$ cat config.mk
export PLATFORM = sky130hd
export DESIGN_NAME = w_align_stage
export DESIGN_NICKNAME = d
export VERILOG_FILES = /design/src/rtl/w_align_stage.sv
export SDC_FILE = /design/constraint.sdc
export NUM_CORES = 1
export LEC_CHECK = 0
export CAP_MARGIN = 0
export CORE_AREA = 5 5 306 308
export DETAILED_ROUTE_END_ITERATION = 7
export DIE_AREA = 0 0 311 313
export PLACE_DENSITY = 0.56
export SYNTH_ARGS = -nofsm -noshare
export SYNTH_HDL_FRONTEND = slang
export SYNTH_SLANG_ARGS = --single-unit
$ cat constraint.sdc
create_clock -name clk_i -period 4.78 [get_ports clk_i]
set_input_delay 0.478 -clock clk_i [delete_from_list [all_inputs] [get_ports clk_i]]
set_output_delay 0.478 -clock clk_i [all_outputs]
set_load 0.03 [all_outputs]
$ cat src/rtl/w_align_stage.sv
// -----------------------------------------------------------------------------
// w_align_stage
//
// Write-path byte aligner between the VLSU store port and the system AXI port.
// The VLSU packs every W beat from byte 0 whatever the AW address is. This
// stage rotates each beat to the AW byte offset and carries the spill-over
// bytes into the next beat. It also regenerates the strobes, and adds one
// flush beat when the rotated stream needs one more bus word than it supplied.
// AR, R and B are passed through unchanged. Each accepted AW pushes
// {offset, len} into an in-order tracker FIFO, and the head entry governs the
// W burst currently streaming.
//
// Optional feature macro: W_ALIGN_PIPE_EN
//   defined   : a full-throughput valid/ready register follows the merge
//               stage. Output latency is 1 cycle and err_o is carried with
//               the beat.
//   undefined : the output is combinational from the input and the carry.
//
// Ports
//   clk_i       clock
//   rst_ni      asynchronous active-low reset
//   axi_req_i   VLSU requests (AW, packed W, AR, r_ready, b_ready)
//   axi_resp_o  responses to the VLSU
//   axi_req_o   aligned requests to the system
//   axi_resp_i  system responses
//   err_o       one-cycle pulse when a burst's output beat count differs
//               from len+1
// -----------------------------------------------------------------------------

package w_align_pkg;

   localparam int unsigned AxiDataWidthDef = 128;
   localparam int unsigned AxiAddrWidthDef = 32;

   typedef logic [AxiAddrWidthDef-1:0]   axi_addr_t;
   typedef logic [AxiDataWidthDef-1:0]   axi_data_t;
   typedef logic [AxiDataWidthDef/8-1:0] axi_strb_t;

   typedef struct packed {
      logic [3:0] id;
      axi_addr_t  addr;
      logic [7:0] len;
      logic [2:0] size;
      logic [1:0] burst;
   } axi_ax_t;

   typedef struct packed {
      axi_data_t data;
      axi_strb_t strb;
      logic      last;
   } axi_w_t;

   typedef struct packed {
      logic [3:0] id;
      logic [1:0] resp;
   } axi_b_t;

   typedef struct packed {
      logic [3:0] id;
      axi_data_t  data;
      logic [1:0] resp;
      logic       last;
   } axi_r_t;

   typedef struct packed {
      axi_ax_t aw;
      logic    aw_valid;
      axi_w_t  w;
      logic    w_valid;
      logic    b_ready;
      axi_ax_t ar;
      logic    ar_valid;
      logic    r_ready;
   } axi_req_t;

   typedef struct packed {
      logic   aw_ready;
      logic   w_ready;
      axi_b_t b;
      logic   b_valid;
      logic   ar_ready;
      axi_r_t r;
      logic   r_valid;
   } axi_resp_t;

endpackage

// state  | meaning
// IDLE   | no burst in progress; upstream W blocked, no output beat
// STREAM | head burst streaming; rotated input merged with carry
// FLUSH  | input last taken with spill left; emit carry as final beat
module w_align_stage #(
   parameter int unsigned AxiDataWidth = w_align_pkg::AxiDataWidthDef,
   parameter int unsigned AxiAddrWidth = w_align_pkg::AxiAddrWidthDef,
   parameter type         axi_req_t    = w_align_pkg::axi_req_t,
   parameter type         axi_resp_t   = w_align_pkg::axi_resp_t,
   parameter type         axi_addr_t   = w_align_pkg::axi_addr_t,
   parameter type         axi_data_t   = w_align_pkg::axi_data_t,
   parameter type         axi_strb_t   = w_align_pkg::axi_strb_t,
   parameter int unsigned NumTrackers  = 8
) (
   input  logic      clk_i,
   input  logic      rst_ni,
   input  axi_req_t  axi_req_i,
   output axi_resp_t axi_resp_o,
   output axi_req_t  axi_req_o,
   input  axi_resp_t axi_resp_i,
   output logic      err_o
);

   localparam int unsigned NumBytes = AxiDataWidth / 8;
   localparam int unsigned OffW     = $clog2(NumBytes);
   localparam int unsigned PtrW     = $clog2(NumTrackers);
   localparam logic [PtrW:0] TrkDepth = (PtrW+1)'(NumTrackers);

   typedef enum logic [1:0] {IDLE, STREAM, FLUSH} state_e;

   state_e state_q;

   // ---------------------------------------------------------------- tracker
   logic [OffW-1:0] trk_off_q [NumTrackers];
   logic [7:0]      trk_len_q [NumTrackers];
   logic [PtrW-1:0] wptr_q, rptr_q;
   logic [PtrW:0]   cnt_q;
   logic            trk_full, trk_empty, trk_push, trk_pop;
   axi_addr_t       aw_addr;
   logic [OffW-1:0] aw_off;
   logic [OffW-1:0] head_off;
   logic [7:0]      head_len;

   assign aw_addr   = axi_req_i.aw.addr;
   // NumBytes is a power of two, so this reduces to the low address bits.
   assign aw_off    = OffW'(aw_addr % AxiAddrWidth'(NumBytes));
   assign trk_full  = (cnt_q == TrkDepth);
   assign trk_empty = (cnt_q == '0);
   assign trk_push  = axi_req_i.aw_valid && axi_resp_i.aw_ready && !trk_full;
   assign head_off  = trk_off_q[rptr_q];
   assign head_len  = trk_len_q[rptr_q];

   always_ff @(posedge clk_i) begin
      if (trk_push) begin
         trk_off_q[wptr_q] <= aw_off;
         trk_len_q[wptr_q] <= axi_req_i.aw.len;
      end
   end

   always_ff @(posedge clk_i or negedge rst_ni) begin
      if (!rst_ni) begin
         wptr_q <= '0;
         rptr_q <= '0;
         cnt_q  <= '0;
      end else begin
         if (trk_push) wptr_q <= wptr_q + 1'b1;
         if (trk_pop)  rptr_q <= rptr_q + 1'b1;
         if (trk_push && !trk_pop)      cnt_q <= cnt_q + 1'b1;
         else if (!trk_push && trk_pop) cnt_q <= cnt_q - 1'b1;
      end
   end

   // ----------------------------------------------------------- merge stage
   // The input is shifted into a double-width window. The low half fills
   // output bytes [N-1:off], and the high half is the spill carried into the
   // next beat at bytes [off-1:0].
   axi_data_t                 carry_data_q;
   axi_strb_t                 carry_strb_q;
   logic [7:0]                beat_cnt_q;
   logic [2*AxiDataWidth-1:0] wide_data;
   logic [2*NumBytes-1:0]     wide_strb;
   axi_data_t                 spill_data;
   axi_strb_t                 spill_strb;
   axi_data_t                 m_data;
   axi_strb_t                 m_strb;
   logic                      m_valid, m_ready, m_last, m_err, m_hs;

   assign wide_data  = {{AxiDataWidth{1'b0}}, axi_req_i.w.data} << {head_off, 3'b000};
   assign wide_strb  = {{NumBytes{1'b0}}, axi_req_i.w.strb} << head_off;
   assign spill_data = wide_data[2*AxiDataWidth-1:AxiDataWidth];
   assign spill_strb = wide_strb[2*NumBytes-1:NumBytes];

   always_comb begin
      m_valid = 1'b0;
      m_data  = '0;
      m_strb  = '0;
      m_last  = 1'b0;
      case (state_q)
         STREAM: begin
            m_valid = axi_req_i.w_valid;
            m_data  = wide_data[AxiDataWidth-1:0] | carry_data_q;
            m_strb  = wide_strb[NumBytes-1:0] | carry_strb_q;
            m_last  = axi_req_i.w.last && (spill_strb == '0);
         end
         FLUSH: begin
            m_valid = 1'b1;
            m_data  = carry_data_q;
            m_strb  = carry_strb_q;
            m_last  = 1'b1;
         end
         default: ;
      endcase
   end

   assign m_hs    = m_valid && m_ready;
   // Modulo-256 compare, so len 255 with 256 beats matches.
   assign m_err   = (beat_cnt_q != head_len);
   assign trk_pop = m_hs && m_last;

   always_ff @(posedge clk_i or negedge rst_ni) begin
      if (!rst_ni) begin
         state_q      <= IDLE;
         carry_data_q <= '0;
         carry_strb_q <= '0;
         beat_cnt_q   <= '0;
      end else begin
         case (state_q)
            IDLE: begin
               if (!trk_empty) state_q <= STREAM;
            end
            STREAM: begin
               if (m_hs) begin
                  beat_cnt_q   <= beat_cnt_q + 8'd1;
                  carry_data_q <= spill_data;
                  carry_strb_q <= spill_strb;
                  if (axi_req_i.w.last) begin
                     if (spill_strb != '0) begin
                        state_q <= FLUSH;
                     end else begin
                        state_q      <= IDLE;
                        carry_data_q <= '0;
                        carry_strb_q <= '0;
                        beat_cnt_q   <= '0;
                     end
                  end
               end
            end
            FLUSH: begin
               if (m_hs) begin
                  state_q      <= IDLE;
                  carry_data_q <= '0;
                  carry_strb_q <= '0;
                  beat_cnt_q   <= '0;
               end
            end
            default: state_q <= IDLE;
         endcase
      end
   end

   // ------------------------------------------------------------ output side
   logic      out_valid, out_last;
   axi_data_t out_data;
   axi_strb_t out_strb;

`ifdef W_ALIGN_PIPE_EN
   logic      pv_q, plast_q, perr_q;
   axi_data_t pdata_q;
   axi_strb_t pstrb_q;

   assign m_ready = !pv_q || axi_resp_i.w_ready;

   always_ff @(posedge clk_i or negedge rst_ni) begin
      if (!rst_ni) begin
         pv_q    <= 1'b0;
         pdata_q <= '0;
         pstrb_q <= '0;
         plast_q <= 1'b0;
         perr_q  <= 1'b0;
      end else if (m_ready) begin
         pv_q <= m_valid;
         if (m_valid) begin
            pdata_q <= m_data;
            pstrb_q <= m_strb;
            plast_q <= m_last;
            perr_q  <= m_last && m_err;
         end
      end
   end

   assign out_valid = pv_q;
   assign out_data  = pdata_q;
   assign out_strb  = pstrb_q;
   assign out_last  = plast_q;
   assign err_o     = pv_q && axi_resp_i.w_ready && perr_q;
`else
   assign m_ready   = axi_resp_i.w_ready;
   assign out_valid = m_valid;
   assign out_data  = m_data;
   assign out_strb  = m_strb;
   assign out_last  = m_last;
   assign err_o     = m_hs && m_last && m_err;
`endif

   always_comb begin
      axi_req_o          = axi_req_i;
      axi_req_o.aw_valid = axi_req_i.aw_valid && !trk_full;
      axi_req_o.w_valid  = out_valid;
      axi_req_o.w.data   = out_data;
      axi_req_o.w.strb   = out_strb;
      axi_req_o.w.last   = out_last;

      axi_resp_o          = axi_resp_i;
      axi_resp_o.aw_ready = axi_resp_i.aw_ready && !trk_full;
      axi_resp_o.w_ready  = (state_q == STREAM) && m_ready;
   end

endmodule
======== Yosys cells after proc, flatten, opt, wreduce, memory -nomap -nowiden ========
Memories as Yosys holds them, arrays and structs flattened.
Index checks and enable logic that the tools add are counted.
word-level totals
  register bits after elaboration ......... 164
  latch bits .............................. 0
  bits in writable memories ............... 96
  memory bits (read-only) ................. 0
  input bits .............................. 396
  output and inout bits ................... 395
  word-level logic and storage cells ...... 77
  memories kept ........................... 2
cells by class
  $add $sub $neg .......................... 5
  $mul .................................... 0
  div/mod/pow operators ................... 0
  order comparisons ....................... 0
  equal/unequal tests ..................... 8
  shift operators ......................... 2
  muxes and demuxes ....................... 29
  bitwise logic cells ..................... 2
  reduce and logical (&&, ||, !) cells .... 22
memories
  memory     depth  width  read ports  clocked after memory_dff  wr ports  RTL line  source
  trk_len_q  8      8      1           0                         1         122       logic [7:0] trk_len_q [NumTrackers];
  trk_off_q  8      4      1           0                         1         121       logic [OffW-1:0] trk_off_q [NumTrackers];
operators with widths
  cell                                                            count
  128-bit two-way mux                                             4
  128-bit case mux with 2 select lines                            2
  128-bit by 7-bit left shift with 256-bit output                 1
  128-bit bitwise OR                                              1
  16-bit two-way mux                                              4
  16-bit case mux with 2 select lines                             2
  8-bit two-way mux                                               4
  16-bit by 4-bit left shift with 32-bit output                   1
  16-bit logical NOT                                              1
  16-bit bitwise OR                                               1
  8-bit case mux with 2 select lines                              1
  16-bit nonzero test                                             1
  1-bit logical AND                                               11
  2-bit two-way mux                                               5
  8-bit by 1-bit adder with 8-bit output (second input constant)  1
  4-bit two-way mux                                               2
  2-bit != test (second input constant)                           4
  8-bit != test                                                   1
  3-bit by 1-bit adder with 3-bit output (second input constant)  2
  2-bit case mux with 3 select lines                              1
  4-bit by 1-bit adder with 4-bit output (second input constant)  1
  4-bit equality test (second input constant)                     1
  4-bit logical NOT                                               1
  1-bit case mux with 2 select lines                              2
  other kinds (9)                                                 13

======== Logic depth before layout (Yosys ltp) ========
An unclocked memory read counts as a cell.
  depth in word-level cells ............... 9
  depth in mapped cells ................... 22
  depth with buffers taken out ............ 17

======== Worst setup path after synthesis ========
No wires, ideal clock.
  kind .................................... register to register
  start ................................... reg rptr_q[0]
  end ..................................... reg cnt_q[3]
  library setup time ...................... 0.122 ns
  arrival ................................. 4.056 ns
  required time ........................... 4.658 ns
  path slack .............................. 0.602 ns
  cell stages (with the launch flop) ...... 21
  cell sequence ........................... dfrtp_1 -> buf_6 -> mux4_2 -> mux2_2 -> buf_6 -> a221o_1 -> and4_1 -> a311o_1 -> o2bb2ai_2 -> and4_4 -> buf_12 -> buf_8 -> o21ai_4 -> ha_1 -> inv_1 -> ha_1 -> a21o_1 -> a21oi_1 -> xnor2_1 -> nor2_1 -> xnor2_1
on the way
  word-level cells in the longest chain between the ends .. 9
  elaborated cells on any way between the ends .. 11
  those cells by class .................... shift (1); mux (2); reduce/logical (7); memory (1)
RTL lines
  item                                                     RTL line  source
  from (decl)                                              123       logic [PtrW-1:0] wptr_q, rptr_q;
  from (signal assigned)                                   154       if (trk_pop) rptr_q <= rptr_q + 1'b1;
  memory 8 x 4 bit (*)                                     n/a
  16-bit by 4-bit left shift with 32-bit output (*)        176       assign wide_strb = {{NumBytes{1'b0}}, axi_req_i.w.strb} << head_off;
  16-bit logical NOT (*)                                   190       m_last = axi_req_i.w.last && (spill_strb == '0);
  1-bit logical AND (*)                                    190
  1-bit case mux with 2 select lines (*)                   185       case (state_q)
  1-bit logical AND (*)                                    205       assign trk_pop = m_hs && m_last;
  1-bit logical NOT                                        155       if (trk_push && !trk_pop) cnt_q <= cnt_q + 1'b1;
  1-bit logical AND                                        155
  4-bit two-way mux or 2-bit nonzero test (tied branches)  n/a
  to (signal assigned)                                     155
  to (signal assigned)                                     156       else if (!trk_push && trk_pop) cnt_q <= cnt_q - 1'b1;
  to (decl)                                                124       logic [PtrW:0] cnt_q;
Every way passes the cells marked *; elsewhere a longest branch is shown, timed or not.
A chain may end at the register's enable or synchronous reset.

==> key figures <==
Critical path
  – Crit end category: output pin
  – R2R depth: 17
  – Crit path cell chain: mux4_2 > mux2_8 > buf_12 > mux2i_1 > mux2i_1 > mux2i_1 > o21ai_0 > buf_12
  – Critical Path Fanout Max: 88
  – FF-to-FF setup slack: 440 ps
  – RR Endpoint: cnt_q[3]
  – Arr. time, crit path: around 4200 ps
  – Worst path slowest cell: o21ai_0
  – Most frequent CP cell: mux2i_1
  – Max incr delay on CP: 600 ps
  – Critical path launch point type: register
  – Reg2reg start: rptr_q[0]
  – WS Path Type: reg -> out
  – Worst EP required: 4300 ps

Timing
  – Minimum clock period: around 4700 ps
  – Worst slew pin tran: 1031 ps
  – Setup clock skew after layout: ~19 ps
  – Unrepaired setup endpoints after global routing: false
  – Setup WS post-layout: 102.1 ps
  – Final setup TNS: 0 ps
  – Max Slew Vio Count: 0
  – Maximum clock frequency: 213.8 MHz
  – Final setup viols: 0
  – Final Cycle Share: 0.9786
  – Final hold violation count: 0
  – Slew HR: 0.3124

Synth
  – Ys async rst share: 0.6175
  – Post-Syn Area: approximately 19000 sq um
  – Number of synthesized register bits: about 250
  – Seq/Total Area, Yosys: 0.3548
  – Gate Count Post-Synth: 2078
  – Mean Syn Cell Area: 9.171 sq um
  – YS warnings: 0
  – Synth Flop Type: dfrtp_1
  – Mapped Nets: 2484
  – Number of flops mapped to enable cells by yosys: 96
  – Netlist cell types: 73

Routing
  – Vias per Instance: 5.158
  – DR WL/cell: ~31 um
  – Final wirelength: 103400 um
  – Vias: about 17000
  – # DRC: 0
  – ANT nets after route: 0
  – Detailed Route Iter0 Violations: 1977
  – DR pass1 iterations: 7

Power
  – Reg power frac: 0.170
  – Leakage power: 10.25 nW
  – Combinational fraction of design power: 0.703
  – Power after layout: between 15 and 20 mW
  – Clk pwr share: 0.127
  – Int Power: 9.294 mW
  – PD cells: 740.3 nW/um^2
  – Worst vdd ir: 0.3663 mV
  – Switching Fraction: 0.4963
  – Reported net switching power: roughly 9.2 mW

Floorplanning
  – Die W: 311 um
  – Core area: a little over 90000 sq um
  – I/O pins: between 700 and 800
  – Site Rows: ~110
  – Die area: 97340 sq um
  – Starting density of the core: 0.2098
  – Die height: between 300 and 400 um

Cells and area
  – Area Overhead vs Synth: 30.78%
  – Most frequent cells in the layout: nand2_1, mux2i_1, clkdlybuf4s50_1
  – Layout cell share with drive strength beyond 1: 0.1829
  – Layout filler cell count: between 9000 and 10000
  – Net count, final: 2567
  – Post-route cell area: around 25000 sq um
  – Post-layout util: 0.2744
  – Commonest non-fill, non-tap cell in the layout: nand2_1

Placed design
  – Post-Place Worst Slack: 350.8 ps
  – Gpl congestion: 0.9095
  – DPL Wire Length: a little over 80000 um
  – PortBufs: 324
  – Placed instance area: 23800 sq um

Clock network
  – Cts bufs inserted: 29
  – Clock sink count: 251
  – Clock slew at reported path FFs: 60 ps
  – CTS tree: built
  – H-tree levels: 1
  – Root buf cell: clkbuf_16
  – Worst-skew pair later-pin latency: 570 ps
  – CTS Buffer Depth: 3

GRT
  – Initial antenna violation count: 17
  – Number of global-route vias before repair: 16880
  – Largest net degree at the start of global routing: 146
  – Final global-route overflow total: 0
  – Total global routing track utilization: 0.2002
  – First-pass GRT wire length: roughly 140000 um

Job
  – Max-Cap Viols: 0

Status
  – Status: complete, no violations

Min path
  – Worst Hold Class: in -> async
## state kept, by name (all words and copies together), names as in the netlist
name,count
cnt_q,4
wptr_q,3
carry_data_q,120
state_q,2
trk_len_q,64
carry_strb_q,15
trk_off_q,32
beat_cnt_q,8
rptr_q,3
## layout make-up
| class | instances | area, sq um | area share |
|---|---|---|---|
| timing repair buffer | 453 | 5736 | 0.2301 |
| clock inverter | 12 | 176.4 | 0.007078 |
| sequential | 251 | 6761 | 0.2713 |
| inverter | 7 | 26.28 | 0.001054 |
| antenna | 10 | 25.02 | 0.001004 |
| multi-input combinational | 1419 | 9908 | 0.3975 |
| clock buffer | 40 | 807.0 | 0.03238 |
| tap | 1186 | 1484 | 0.05954 |
## routing by layer
layer,GRT usage,vias to the layer above,wire length [um]
met4,0.04560,8,2842
met5,0,-,63
met2,0.3439,1147,50270
met1,0.2429,8614,38590
li1,-,7502,-
met3,0.06909,153,11660
## power by group through the flow
stage | clock (mW) | sequential (mW) | combinational (mW)
floorplan | 0 | 3.06 | 7.31
global placement | 0 | 3.15 | 12.7
detailed placement | 0 | 3.16 | 12.7
CTS | 2.38 | 3.13 | 12.8
global route | 2.47 | 3.19 | 13.7
finish | 2.35 | 3.13 | 13.0
## how the worst max path moves through the flow
stage | from | end | slack (ps) | depth (start not counted)
after CTS | rptr_q[0] | axi_req_o[132] | 1 | 13
after global placement | axi_req_i[65] | cnt_q[3] | 340 | 16
after floorplan | rptr_q[0] | cnt_q[3] | 600 | 20
after detailed placement | axi_req_i[65] | cnt_q[3] | 350 | 16
after global routing | rptr_q[2] | axi_req_o[190] | 5 | 12
final | rptr_q[0] | axi_req_o[162] | 100 | 8
## synth_stat cells, types with 2 or more instances
cell / count / share of area
o211ai_1: 5 / 0.0020
o21ai_0: 151 / 0.040
and2_1: 7 / 0.0023
o22a_1: 2 / 0.00092
clkbuf_1: 97 / 0.019
a21o_1: 3 / 0.0012
a32o_1: 32 / 0.017
nand2b_1: 7 / 0.0023
or2_2: 2 / 0.00066
nor2_2: 2 / 0.00066
a32oi_1: 3 / 0.0014
o21ai_1: 2 / 0.00053
nor3_2: 3 / 0.0016
nor4_1: 2 / 0.00066
nor2_1: 80 / 0.016
nor3_1: 15 / 0.0039
nor4_4: 2 / 0.0022
a22oi_1: 40 / 0.016
xnor2_1: 15 / 0.0069
buf_2: 16 / 0.0042
ha_1: 9 / 0.0059
inv_1: 7 / 0.0014
mux4_2: 22 / 0.026
buf_1: 33 / 0.0065
a22o_1: 90 / 0.041
o221ai_1: 5 / 0.0023
a211oi_1: 10 / 0.0039
a21oi_1: 75 / 0.020
buf_6: 4 / 0.0024
buf_4: 248 / 0.098
a31oi_1: 10 / 0.0033
edfxtp_1: 96 / 0.15
o22ai_1: 24 / 0.0079
and3_1: 34 / 0.011
nor4_2: 2 / 0.0013
dfrtp_1: 155 / 0.20
mux2i_1: 284 / 0.15
o31ai_1: 6 / 0.0024
nand3_1: 17 / 0.0045
a221o_1: 25 / 0.013
xor2_1: 3 / 0.0014
mux2_2: 22 / 0.013
a21boi_0: 3 / 0.0012
nand2_1: 379 / 0.075
## cells by family (layout without fill, tap and decap cells)
kind of cell,after synthesis,in the layout,synth area share
AO/OA/AOI/OAI,501,501,0.1817
XOR/XNOR,18,18,0.008273
adder cells (fa/ha/maj),10,10,0.006959
buffers and inverters,408,512,0.1333
flip-flops,251,251,0.3548
multiplexers,329,329,0.1889
other,0,10,0
AND/OR/NAND/NOR,561,561,0.1261
## worst max-delay path: cells and delay by family, from the launching register on
kind / cells / cell delay (ps)
mux: 5 / 2010
buf+inv: 2 / 460
compound gates: 1 / 600
flops: 1 / 440
## repair_timing
item | in CTS | in global routing
pin swaps | 0 | 2
hold buffers | 0 | 0
resized for setup | 2 | 10
endpoints found under the setup margin | 1 | 24
setup buffers | 0 | 5
gates cloned | 0 | 1
endpoints found under the hold margin | 0 | 0
## per-stage QoR
step                std cells  hold slack [ps]
floorplan                2078            182.4
global placement         3310            462.6
detailed placement       3310            467.1
CTS                      3362            75.07
global route             3371            128.6
finish                   3378            54.20
Note: power is estimated with default switching activity, not from simulation.
